==> src/rtl/dm_arbiter.sv <==
// -----------------------------------------------------------------------------
// dm_arbiter
//   Two-port arbiter in front of the single-port data memory. Port 0 is the
//   CPU load/store unit, port 1 the DMA/debug master. The memory reads
//   combinationally and writes a whole word synchronously, so byte/halfword
//   stores are performed as read-modify-write. Each transaction ends with a
//   one-cycle ack to its owner.
//
//   Transaction flow: IDLE (grant) -> XFER -> [WB] -> RESP -> IDLE
//     read / full write / be=0 write : ack two cycles after the grant
//     partial write                  : ack three cycles after the grant
//
// Ports
//   clk, rst_n          clock, asynchronous active-low reset
//   req*/we*/addr*/be*/wdata*   request fields, held until the matching ack
//   ack0, ack1          one-cycle completion pulses
//   rdata0, rdata1      read data (shared register), valid with the ack
//   mem_addr/mem_din/mem_we     memory write side and word index
//   mem_dout            memory combinational read data
//
// Configuration
//   DM_ARB_FIXED_PRIO_EN  defined  : port 0 always wins contention
//                         undefined: round-robin between the two ports
// -----------------------------------------------------------------------------
module dm_arbiter #(
  parameter int AW = 12,
  parameter int DW = 32
) (
  input  logic            clk,
  input  logic            rst_n,
  input  logic            req0,
  input  logic            we0,
  input  logic [AW-1:0]   addr0,
  input  logic [DW/8-1:0] be0,
  input  logic [DW-1:0]   wdata0,
  input  logic            req1,
  input  logic            we1,
  input  logic [AW-1:0]   addr1,
  input  logic [DW/8-1:0] be1,
  input  logic [DW-1:0]   wdata1,
  output logic            ack0,
  output logic [DW-1:0]   rdata0,
  output logic            ack1,
  output logic [DW-1:0]   rdata1,
  output logic [AW-3:0]   mem_addr,
  output logic [DW-1:0]   mem_din,
  output logic            mem_we,
  input  logic [DW-1:0]   mem_dout
);

  localparam int BW = DW / 8;

  typedef enum logic [1:0] {
    S_IDLE,
    S_XFER,
    S_WB,
    S_RESP
  } state_e;

  state_e          state_q, state_d;
  logic            owner_q;
  logic            we_q;
  logic [AW-3:0]   addr_q;
  logic [BW-1:0]   be_q;
  logic [DW-1:0]   wdata_q;
  logic [DW-1:0]   merge_q, merge_d;
  logic [DW-1:0]   rdata_q;

  logic            any_req;
  logic            grant1;      // 1 = port 1 wins this grant
  logic            be_full;
  logic            be_none;

  // Byte-offset bits never reach the memory; the word index is all it sees.
  logic unused_addr_lsbs;
  assign unused_addr_lsbs = ^{addr0[1:0], addr1[1:0]};

  assign any_req = req0 | req1;
  assign be_full = (be_q == {BW{1'b1}});
  assign be_none = (be_q == {BW{1'b0}});

  // ---------------------------------------------------------------------------
  // Winner selection
  // ---------------------------------------------------------------------------
`ifdef DM_ARB_FIXED_PRIO_EN
  assign grant1 = req1 & ~req0;
`else
  logic last_grant_q;

  // On contention the port that did not win last time is served.
  assign grant1 = req1 & (~req0 | ~last_grant_q);

  // Reset to 1 so port 0 wins the very first contention.
  always_ff @(posedge clk or negedge rst_n) begin
    if (!rst_n) begin
      last_grant_q <= 1'b1;
    end else if (state_q == S_IDLE && any_req) begin
      last_grant_q <= grant1;
    end
  end
`endif

  // ---------------------------------------------------------------------------
  // FSM: state register
  // ---------------------------------------------------------------------------
  // NOTE: sequential state uses non-blocking (<=) so every flop samples the
  // pre-edge values; blocking (=) here would create order-dependent races.
  always_ff @(posedge clk or negedge rst_n) begin
    if (!rst_n) begin
      state_q <= S_IDLE;
    end else begin
      state_q <= state_d;
    end
  end

  // ---------------------------------------------------------------------------
  // FSM: next-state logic
  // ---------------------------------------------------------------------------
  // NOTE: every always_comb output is assigned a default first; a path that
  // leaves one unassigned would infer a latch.
  always_comb begin
    state_d = state_q;
    unique case (state_q)
      S_IDLE: if (any_req) state_d = S_XFER;
      S_XFER: begin
        // Reads, full-word writes and empty-mask writes finish here; only a
        // genuine partial write needs the merge/write-back cycle.
        if (we_q && !be_full && !be_none) state_d = S_WB;
        else                              state_d = S_RESP;
      end
      S_WB:   state_d = S_RESP;
      S_RESP: state_d = S_IDLE;
      default: state_d = S_IDLE;
    endcase
  end

  // ---------------------------------------------------------------------------
  // FSM: outputs (decoded from state so reset forces them inactive at once)
  // ---------------------------------------------------------------------------
  always_comb begin
    mem_we  = 1'b0;
    mem_din = wdata_q;
    ack0    = 1'b0;
    ack1    = 1'b0;
    unique case (state_q)
      S_XFER: mem_we = we_q & be_full;
      S_WB: begin
        mem_we  = 1'b1;
        mem_din = merge_q;
      end
      S_RESP: begin
        ack0 = ~owner_q;
        ack1 = owner_q;
      end
      default: ;
    endcase
  end

  assign mem_addr = addr_q;
  assign rdata0   = rdata_q;
  assign rdata1   = rdata_q;

  // Lane merge for read-modify-write: enabled lanes from the store data,
  // the rest from the current memory word.
  always_comb begin
    merge_d = merge_q;
    for (int i = 0; i < BW; i++) begin
      merge_d[8*i +: 8] = be_q[i] ? wdata_q[8*i +: 8] : mem_dout[8*i +: 8];
    end
  end

  // ---------------------------------------------------------------------------
  // Request latch and data registers
  // ---------------------------------------------------------------------------
  // Fields are captured only at the grant; later changes on the request
  // inputs do not affect the transaction in flight.
  always_ff @(posedge clk or negedge rst_n) begin
    if (!rst_n) begin
      owner_q <= 1'b0;
      we_q    <= 1'b0;
      addr_q  <= '0;
      be_q    <= '0;
      wdata_q <= '0;
      merge_q <= '0;
      rdata_q <= '0;
    end else begin
      unique case (state_q)
        S_IDLE: begin
          if (any_req) begin
            owner_q <= grant1;
            we_q    <= grant1 ? we1 : we0;
            addr_q  <= grant1 ? addr1[AW-1:2] : addr0[AW-1:2];
            be_q    <= grant1 ? be1 : be0;
            wdata_q <= grant1 ? wdata1 : wdata0;
          end
        end
        S_XFER: begin
          if (!we_q)                      rdata_q <= mem_dout;
          else if (!be_full && !be_none)  merge_q <= merge_d;
        end
        default: ;
      endcase
    end
  end

endmodule

==> config.mk <==
export PLATFORM = sky130hd
export DESIGN_NAME = dm_arbiter
export DESIGN_NICKNAME = d
export VERILOG_FILES = /design/src/rtl/dm_arbiter.sv
export SDC_FILE = /design/constraint.sdc
export NUM_CORES = 1
export LEC_CHECK = 0
export BUFFER_PORTS_ARGS = -buffer_cell sky130_fd_sc_hd__buf_2
export CORE_ASPECT_RATIO = 0.8
export CORE_MARGIN = 1.5
export CORE_UTILIZATION = 40
export CTS_CLUSTER_SIZE = 30
export DETAILED_ROUTE_END_ITERATION = 10
export PLACE_DENSITY = 0.77
export SETUP_SLACK_MARGIN = 0.15
export SYNTH_ARGS = -nofsm -noshare
export SYNTH_HDL_FRONTEND = slang
export SYNTH_SLANG_ARGS = --single-unit
==> constraint.sdc <==
create_clock -name clk -period 4.05 [get_ports clk]
set_input_delay 0.405 -clock clk [delete_from_list [all_inputs] [get_ports clk]]
set_output_delay 0.405 -clock clk [all_outputs]
set_load 0.005 [all_outputs]
==> qor.log, run 1 <==
INFO  run_status     status=finished clean
INFO  synthesis      yosysWarnings=0
INFO  clock_network  cts_max_level=4
INFO  die            placeableCoreArea=0.0145sqmm
INFO  grt            first_global_vias=4273
INFO  synthesis      post_synth_design_cell_area=0.00601sqmm
INFO  timing         relSlewSlack=27.0%
INFO  cells_and_area diodes=0
INFO  setup_path     cp.required=3.64ns
INFO  timing         min_period_over_period=67.2%
INFO  grt            global_route.usage.total=17.8%
INFO  clock_network  tritoncts.num_buffers=17
INFO  synthesis      synth.yosys.seq_area_share=47.9%
INFO  synthesis      synthTopCellsByArea=sky130_fd_sc_hd__dfrtp_1, sky130_fd_sc_hd__mux2_2, sky130_fd_sc_hd__mux2i_1
INFO  die            core.rowCount=39
INFO  timing         clock-skew-final=0.00527ns
INFO  setup_path     timing.critical_path.cells=inv_1 > ha_2 > mux2_2 > buf_2
INFO  routing        route.detailed.drc=0
INFO  timing         setup_ws=1.33ns
INFO  routing        wl_per_cell=15.4um
INFO  timing         setup_repair_after_global_routing_missed_its_margin=false
INFO  place          dp_cells=841
INFO  synthesis      synth.avg_cell_area=12.7squm
INFO  die            effective_utilization_at_floorplan=41.5%
INFO  grt            grtUsageMet1=22.9%
INFO  clock_network  cts_post_setup_buffers_inserted=0
INFO  clock_network  clk_latency=0.40ns
INFO  clock_network  tritoncts=built
INFO  routing        routed_wl=13400um
INFO  timing         final-max-slew-violation-count=0
INFO  timing         timing.final.hold_violations=0
INFO  grt            busiest_layer=met2
INFO  clock_network  clockRootBuffer=sky130_fd_sc_hd__clkbuf_16
INFO  min_path       hold_path_class=primary input to async pin
INFO  synthesis      flop_and_latch_count_out_of_synthesis=115
INFO  synthesis      synthCells=475
INFO  synthesis      synth.distinct_cells=29
INFO  grt            gr-total-overflow=0
INFO  place          dp_hpwl=9410um
INFO  setup_path     arrival_time_of_data_at_the_critical_path_endpoint=2.32ns
INFO  routing        firstDrtPassIters=4
INFO  grt            initial_antenna_violation_count=0
INFO  place          gp_congestion=0.736
INFO  die            die_area=0.0158sqmm
INFO  setup_path     critical_r2r_launch=state_q[0]
INFO  die            io_pins=243
INFO  die            die_x_extent=140um
INFO  setup_path     timing_worst_setup_path_type=flop to primary output
INFO  setup_path     worstSetupStartpoint=state_q[0]
INFO  grt            grt_use_met2=29.1%
INFO  cells_and_area final-instance-count-excl-fill=872
INFO  clock_network  cts.clk_slew.worst_paths=0.05ns
INFO  place          placement.io_buffers=238
INFO  pwr            pwr_density_cell=824mW/mm^2
INFO  setup_path     critPathMaxStageDelay=0.81ns
INFO  synthesis      synth_largest_area_cell=sky130_fd_sc_hd__dfrtp_1
INFO  grt            groute.layer.met3.usage=4.82%
INFO  place          detailedPlace.worstSlack=1.73ns
INFO  grt            grt_pass1_wl=21700um
INFO  routing        routed_vias=4176
INFO  clock_network  postCtsHoldBufs=0
INFO  setup_path     crit_path_end_kind=primary output
INFO  synthesis      synth.top_cell.area_share=47.4%
INFO  cells_and_area post-route-cell-area=0.00767sqmm
INFO  cells_and_area layout-area-overhead-vs-synth=27.6%
INFO  cells_and_area finish.net_count=814
INFO  routing        vias_per_cell=4.79
INFO  cells_and_area final_layout_fill_cell_count=1269
INFO  setup_path     crit_path_start_kind=flop
INFO  timing         final-setup-viol-count=0
INFO  timing         post-route-min-period=2.72ns
INFO  die            fp.dieH=113um
INFO  cells_and_area final_layout_size_suffix_gt1_share=59.9%
INFO  clock_network  cts_max_path_buffers=2
INFO  setup_path     critPathMaxFanout=33
INFO  pwr            ir_worst_vdd=0.370mV
INFO  routing        detailedRoute.firstIterationViolations=117
INFO  timing         tightestPinTransition=1.09ns
INFO  timing         max_freq=367MHz
INFO  clock_network  cts.sink_count=115
INFO  run            max_cap_violations=0
INFO  grt            grt_start_max_net_pins=62
INFO  clock_network  cts-resized-gates=0
INFO  pwr            static_leakage=3.81nW
INFO  synthesis      net_count_after_synthesis=613
INFO  routing        ant_nets=0
INFO  timing         fin_setup_tns=0ns
INFO  place          placedInstanceArea=0.00706sqmm
INFO  setup_path     cpMaxStageDelayCell=sky130_fd_sc_hd__ha_2
## metal layers
layer  share of wire [%]  up-vias
met3                 4.9       12
li1                    -     2045
met5                   0        -
met4                 1.2        0
met1                  46     1969
met2                  47      150
## Yosys cell counts, drive strengths merged
cell type and count:
inv 3, a31oi 2, nor3 1, clkbuf 8
o311ai 1, mux2 129, ha 4, o21ai 48
dfstp 1, nor4 1, and2 1, buf 54
and4 1, nand3 1, nor2 2, a211o 1
a21oi 1, dfrtp 114, nand2 51, a21boi 1
mux2i 47, nor2b 2, a22o 1
## worst max-delay path, delay by kind of cell (launching register included)
kind                     cells  cell delay (ns)
adder cells (fa/ha/maj)      1             0.81
buffers and inverters        2             0.24
flip-flops                   1             0.43
multiplexers                 1             0.43
## report_power, final
group / switching (mW) / leakage (nW) / internal (mW)
clock network: 0.512 / 0.300 / 1.02
registers: 0.450 / 1.39 / 1.74
logic: 1.08 / 2.12 / 1.52
## area by class of cell
cell class / instances / area (sq um) / area share (%)
clock buffer: 21 / 480 / 6.26
clock inverter: 10 / 130 / 1.70
inverter: 3 / 11.3 / 0.147
tap: 184 / 230 / 3.00
multi-input combinational: 295 / 2680 / 34.9
sequential: 115 / 2880 / 37.5
timing repair buffer: 244 / 1260 / 16.5
## per-stage QoR
stage               util (%)  hold slack (ns)  total power, mW
finish                  52.9           0.0442             6.32
global route            52.9           0.0971             6.78
CTS                     52.9           0.0657             6.42
detailed placement      48.7            0.471             4.84
global placement        48.7            0.458             4.75
floorplan                  -            0.109             4.08
## worst paths after layout
| kind | slack, ns | depth (start not counted) | end |
|---|---|---|---|
| worst max-delay path | 1.33 | 4 | mem_din[13] |
| worst min-delay path | 0.04 | 1 | mem_addr[3] |
| worst max register to register | 2.08 | 6 | be_q[2] |
| worst min register to register | 0.48 | 2 | mem_addr[2] |
| max in group asynchronous | 3.21 | 2 | last_grant_q |
| min in group clk | 0.25 | 2 | rdata0[17] |
## logic make-up (layout without fill, tap and decap cells)
logic type,count (synthesis),count (layout),synth area share (%)
buf+inv,65,278,8.07
compound gates,55,55,4.85
fa+ha+maj,4,4,0.832
flops,115,115,47.9
mux,176,176,33.9
simple gates,60,60,4.52
## flip-flops by register name, indices dropped and copies added (netlist names)
name / cells
be_q: 4
last_grant_q: 1
mem_addr: 10
merge_q: 32
owner_q: 1
rdata0: 32
state_q: 2
wdata_q: 32
we_q: 1
## layout by cell type, fill, tap and decap left out, drive strengths merged, types with 2 or more instances in the layout
cell type	n
mux2i	47
clkbuf	21
buf	244
clkinvlp	2
ha	4
dfrtp	114
nor2	2
nand2	51
inv	3
clkinv	5
mux2	129
bufinv	3
o21ai	48
a31oi	2
nor2b	2
Note: power is estimated with default switching activity, not from simulation.
==> run 2: changes to the inputs <==
--- a/config.mk
+++ b/config.mk
@@ -5,13 +5,14 @@
 export SDC_FILE = /design/constraint.sdc
 export NUM_CORES = 1
 export LEC_CHECK = 0
+export ABC_AREA = 1
 export BUFFER_PORTS_ARGS = -buffer_cell sky130_fd_sc_hd__buf_2
 export CORE_ASPECT_RATIO = 0.8
 export CORE_MARGIN = 1.5
 export CORE_UTILIZATION = 40
 export CTS_CLUSTER_SIZE = 30
 export DETAILED_ROUTE_END_ITERATION = 10
-export PLACE_DENSITY = 0.77
+export PLACE_DENSITY = 0.8
 export SETUP_SLACK_MARGIN = 0.15
 export SYNTH_ARGS = -nofsm -noshare
 export SYNTH_HDL_FRONTEND = slang
==> constraint.sdc (replaced) <==
create_clock -name clk -period 2.5 [get_ports clk]
set_input_delay 0.25 -clock clk [delete_from_list [all_inputs] [get_ports clk]]
set_output_delay 0.25 -clock clk [all_outputs]
set_load 0.005 [all_outputs]
==> qor.log, run 2 <==
INFO  synthesis      synth_edf_count=0 [unchanged]
INFO  routing        routed_vias=5599 [+34%]
INFO  cells_and_area final-instance-count-excl-fill=1139 [+31%]
INFO  grt            initial_antenna_violation_count=0 [unchanged]
INFO  place          dp_cells=1105 [+31%]
INFO  setup_path     reg2reg_setup_slack=0.54ns [-1.54 ns]
INFO  synthesis      synth.top_cell.area_share=48.6% [+1.1 points]
INFO  place          gp_congestion=0.802 [+8.9%]
INFO  synthesis      most_used_standard_cell_by_instance_count_after_synthesis=sky130_fd_sc_hd__nand2_1
INFO  die            placeableCoreArea=0.0143sqmm [-1.3%]
INFO  die            io_pins=243 [unchanged]
INFO  clock_network  cts_max_path_buffers=2 [unchanged]
INFO  grt            gr-total-overflow=0 [unchanged]
INFO  pwr            static_leakage=4.02nW [+5.5%]
INFO  pwr            pwr_density_cell=1360mW/mm^2 [+64%]
INFO  pwr            fraction_of_power_spent_switching_nets=38.7% [+6.4 points]
INFO  pwr            total_power=10.3mW [+63%]
INFO  timing         post-route-min-period=2.14ns
INFO  cells_and_area final_layout_size_suffix_gt1_share=30.9% [-29 points]
INFO  pwr            pwr-share-clk=24.8% [+0.5 points]
INFO  routing        ant_nets=0 [unchanged]
INFO  synthesis      yosysWarnings=0 [unchanged]
INFO  routing        vias_per_cell=4.92 [+2.6%]
INFO  grt            grt_pass1_wl=26900um [+24%]
INFO  synthesis      net_count_after_synthesis=887 [+45%]
INFO  clock_network  clockRootBuffer=sky130_fd_sc_hd__clkbuf_16
INFO  setup_path     crit_path_end_kind=primary output
INFO  setup_path     reg2reg_end=wdata_q[16]
INFO  routing        wl_per_cell=14.2um [-7.7%]
INFO  timing         hold_ws=0.0955ns [+0.0513 ns]
INFO  cells_and_area finish.net_count=1080 [+33%]
INFO  grt            global_route.usage.total=21.9% [+4.1 points]
INFO  timing         fin_setup_tns=0ns [unchanged]
INFO  setup_path     critPathMaxFanout=4 [-88%]
INFO  routing        detailedRoute.firstIterationViolations=306 [+160%]
INFO  die            core.rowCount=39 [unchanged]
INFO  setup_path     arrival_time_of_data_at_the_critical_path_endpoint=1.89ns [-0.43 ns]
INFO  timing         clock-skew-final=0.00604ns [+0.000767 ns]
INFO  min_path       hold_path_class=primary input to flop
INFO  timing         tightestPinTransition=0.593ns [-0.497 ns]
INFO  synthesis      yosys_most_used_dff=sky130_fd_sc_hd__dfrtp_1
INFO  setup_path     cp.required=2.25ns [-1.39 ns]
INFO  setup_path     rr_worst_depth=7 [+1]
INFO  synthesis      synth.yosys.seq_area_share=49.0% [+1.2 points]
INFO  routing        route.detailed.drc=0 [unchanged]
INFO  timing         setup_ws=0.365ns [-0.963 ns]
INFO  run_status     status=finished clean
INFO  die            effective_utilization_at_floorplan=41.1% [-0.42 points]
INFO  timing         min_period_over_period=85.4%
INFO  pwr            combPwrFrac=42.7% [+1.6 points]
INFO  die            fp.dieH=111um [-1.1%]
INFO  grt            first_global_vias=5397 [+26%]
INFO  cells_and_area diodes=0 [unchanged]
INFO  synthesis      synth_largest_area_cell=sky130_fd_sc_hd__dfrtp_1
INFO  place          dp_hpwl=11400um [+21%]
INFO  min_path       hold_depth=3
INFO  place          placement.io_buffers=238 [unchanged]
INFO  setup_path     critical_r2r_launch=state_q[0]
INFO  place          detailedPlace.worstSlack=0.567ns [-1.16 ns]
INFO  pwr            p_switching=3.98mW [+95%]
INFO  pwr            sequential_group_share_of_total_power=32.5% [-2.1 points]
INFO  setup_path     crit_path_start_kind=flop
INFO  min_path       worstHoldEndpoint=mem_addr[5]
INFO  cells_and_area commonest_non_fill_non_tap_cell_in_the_layout=sky130_fd_sc_hd__buf_2
INFO  synthesis      post_synth_design_cell_area=0.00587sqmm [-2.4%]
INFO  synthesis      synthTopCellsByArea=sky130_fd_sc_hd__dfrtp_1, sky130_fd_sc_hd__o21ai_0, sky130_fd_sc_hd__nand2_1
INFO  clock_network  tritoncts.num_buffers=17 [unchanged]
INFO  min_path       timing.hold.worst.start=addr1[7]
INFO  clock_network  cts.sink_count=115 [unchanged]
INFO  pwr            ir_worst_vdd=0.849mV [+130%]
INFO  clock_network  cts.clk_slew.worst_paths=0.05ns [about the same]
INFO  synthesis      synth_common_cells=sky130_fd_sc_hd__nand2_1, sky130_fd_sc_hd__o21ai_0, sky130_fd_sc_hd__dfrtp_1, sky130_fd_sc_hd__inv_1, sky130_fd_sc_hd__nor2_1
INFO  clock_network  clk_latency=0.41ns [about the same]
INFO  timing         final-max-slew-violation-count=0 [unchanged]
INFO  die            die_x_extent=138um [-1.2%]
INFO  cells_and_area layout-area-overhead-vs-synth=29.4%
INFO  synthesis      flop_and_latch_count_out_of_synthesis=115 [unchanged]
INFO  timing         relSlewSlack=60.5% [+33 points]
INFO  timing         timing.final.hold_violations=0 [unchanged]
INFO  run            max_cap_violations=0 [unchanged]
INFO  grt            grt_start_max_net_pins=55 [-11%]
INFO  timing         final-setup-viol-count=0 [unchanged]
INFO  clock_network  cts_max_level=4 [unchanged]
INFO  synthesis      synth.avg_cell_area=7.84squm [-38%]
INFO  synthesis      synthCells=749 [+58%]
INFO  pwr            internal_power=6.32mW [+48%]
INFO  timing         setup_repair_after_global_routing_missed_its_margin=false
INFO  routing        firstDrtPassIters=5 [+1]
INFO  setup_path     timing_worst_setup_path_type=flop to primary output
INFO  routing        routed_wl=16200um [+21%]
INFO  cells_and_area final_cell_mix=sky130_fd_sc_hd__buf_2, sky130_fd_sc_hd__nand2_1, sky130_fd_sc_hd__o21ai_0
INFO  synthesis      async_flop_share=100% [unchanged]
INFO  clock_network  tritoncts=built
INFO  timing         max_freq=468MHz
INFO  synthesis      synth.distinct_cells=21 [-28%]
INFO  die            die_area=0.0154sqmm [-2.3%]
==> run 2: through the flow <==
stage          instance area (sq um)  util (%)
3_5_place_dp                    6950      48.6
6_report                        7600      53.1
3_3_place_gp                    6950      48.6
4_1_cts                         7590      53.1
5_1_grt                         7600      53.1
2_1_floorplan                   5870         -
==> run 2: layout make-up <==
class	instances	area [sq um]
Clock buffer	22	464
Clock inverter	10	155
Fill cell	1319	6700
Inverter	74	282
Multi-Input combinational cell	478	2220
Sequential cell	115	2880
Tap cell	184	230
Timing Repair Buffer	256	1370
==> run 2: kinds of logic after synthesis <==
kind of cell               count (synthesis)  share of synthesized area, %
and+or+nand+nor                          261                          17.3
AOI/OAI and AO/OA                        213                          19.2
buffers and inverters                    156                          13.6
DFF                                      115                          49.0
adders and majority gates                  4                         0.852
==> run 2: metal layers <==
layer  global-route usage, %  part of all wire (%)  up-vias
met3                    5.63                   7.1       13
met4                    6.25                  0.92        0
met5                       0                     0        -
li1                        -                     -     2771
met1                    28.9                    45     2590
met2                    35.7                    47      225
==> run 2: how the worst max path moves through the flow <==
stage	start	to	slack (ns)	depth (start not counted)
6_report	state_q[1]	mem_we	0.36	6
3_5_place_dp	state_q[1]	mem_we	0.57	6
5_1_grt	state_q[0]	mem_din[25]	0.23	6
2_1_floorplan	state_q[0]	mem_din[0]	1.04	6
4_1_cts	state_q[0]	mem_din[27]	0.21	6
3_3_place_gp	state_q[1]	mem_we	0.61	6
==> run 2: timing repair <==
action / in CTS / in global routing
endpoints found under the hold margin: 24 / 0
endpoints found under the setup margin: 1 / 20
hold buffers: 1 / 0
resized for setup: 1 / 1
buffers inserted: 1 / 0
==> run 2: power by group through the flow <==
stage	logic, mW	clock network (mW)	registers [mW]
after detailed placement	4.40	0	3.36
after global placement	4.30	0	3.31
final	4.40	2.55	3.35
after CTS	4.44	2.60	3.35
after floorplan	2.98	0	3.29
after global routing	5.01	2.69	3.47
==> run 2: critical path, cell delays in order, from the launching register on <==
cell	delay (ns)
sky130_fd_sc_hd__dfrtp_1	0.42
sky130_fd_sc_hd__inv_1	0.13
sky130_fd_sc_hd__ha_1	0.26
sky130_fd_sc_hd__clkinvlp_4	0.12
sky130_fd_sc_hd__nor3_1	0.26
sky130_fd_sc_hd__o21a_1	0.17
sky130_fd_sc_hd__buf_2	0.11
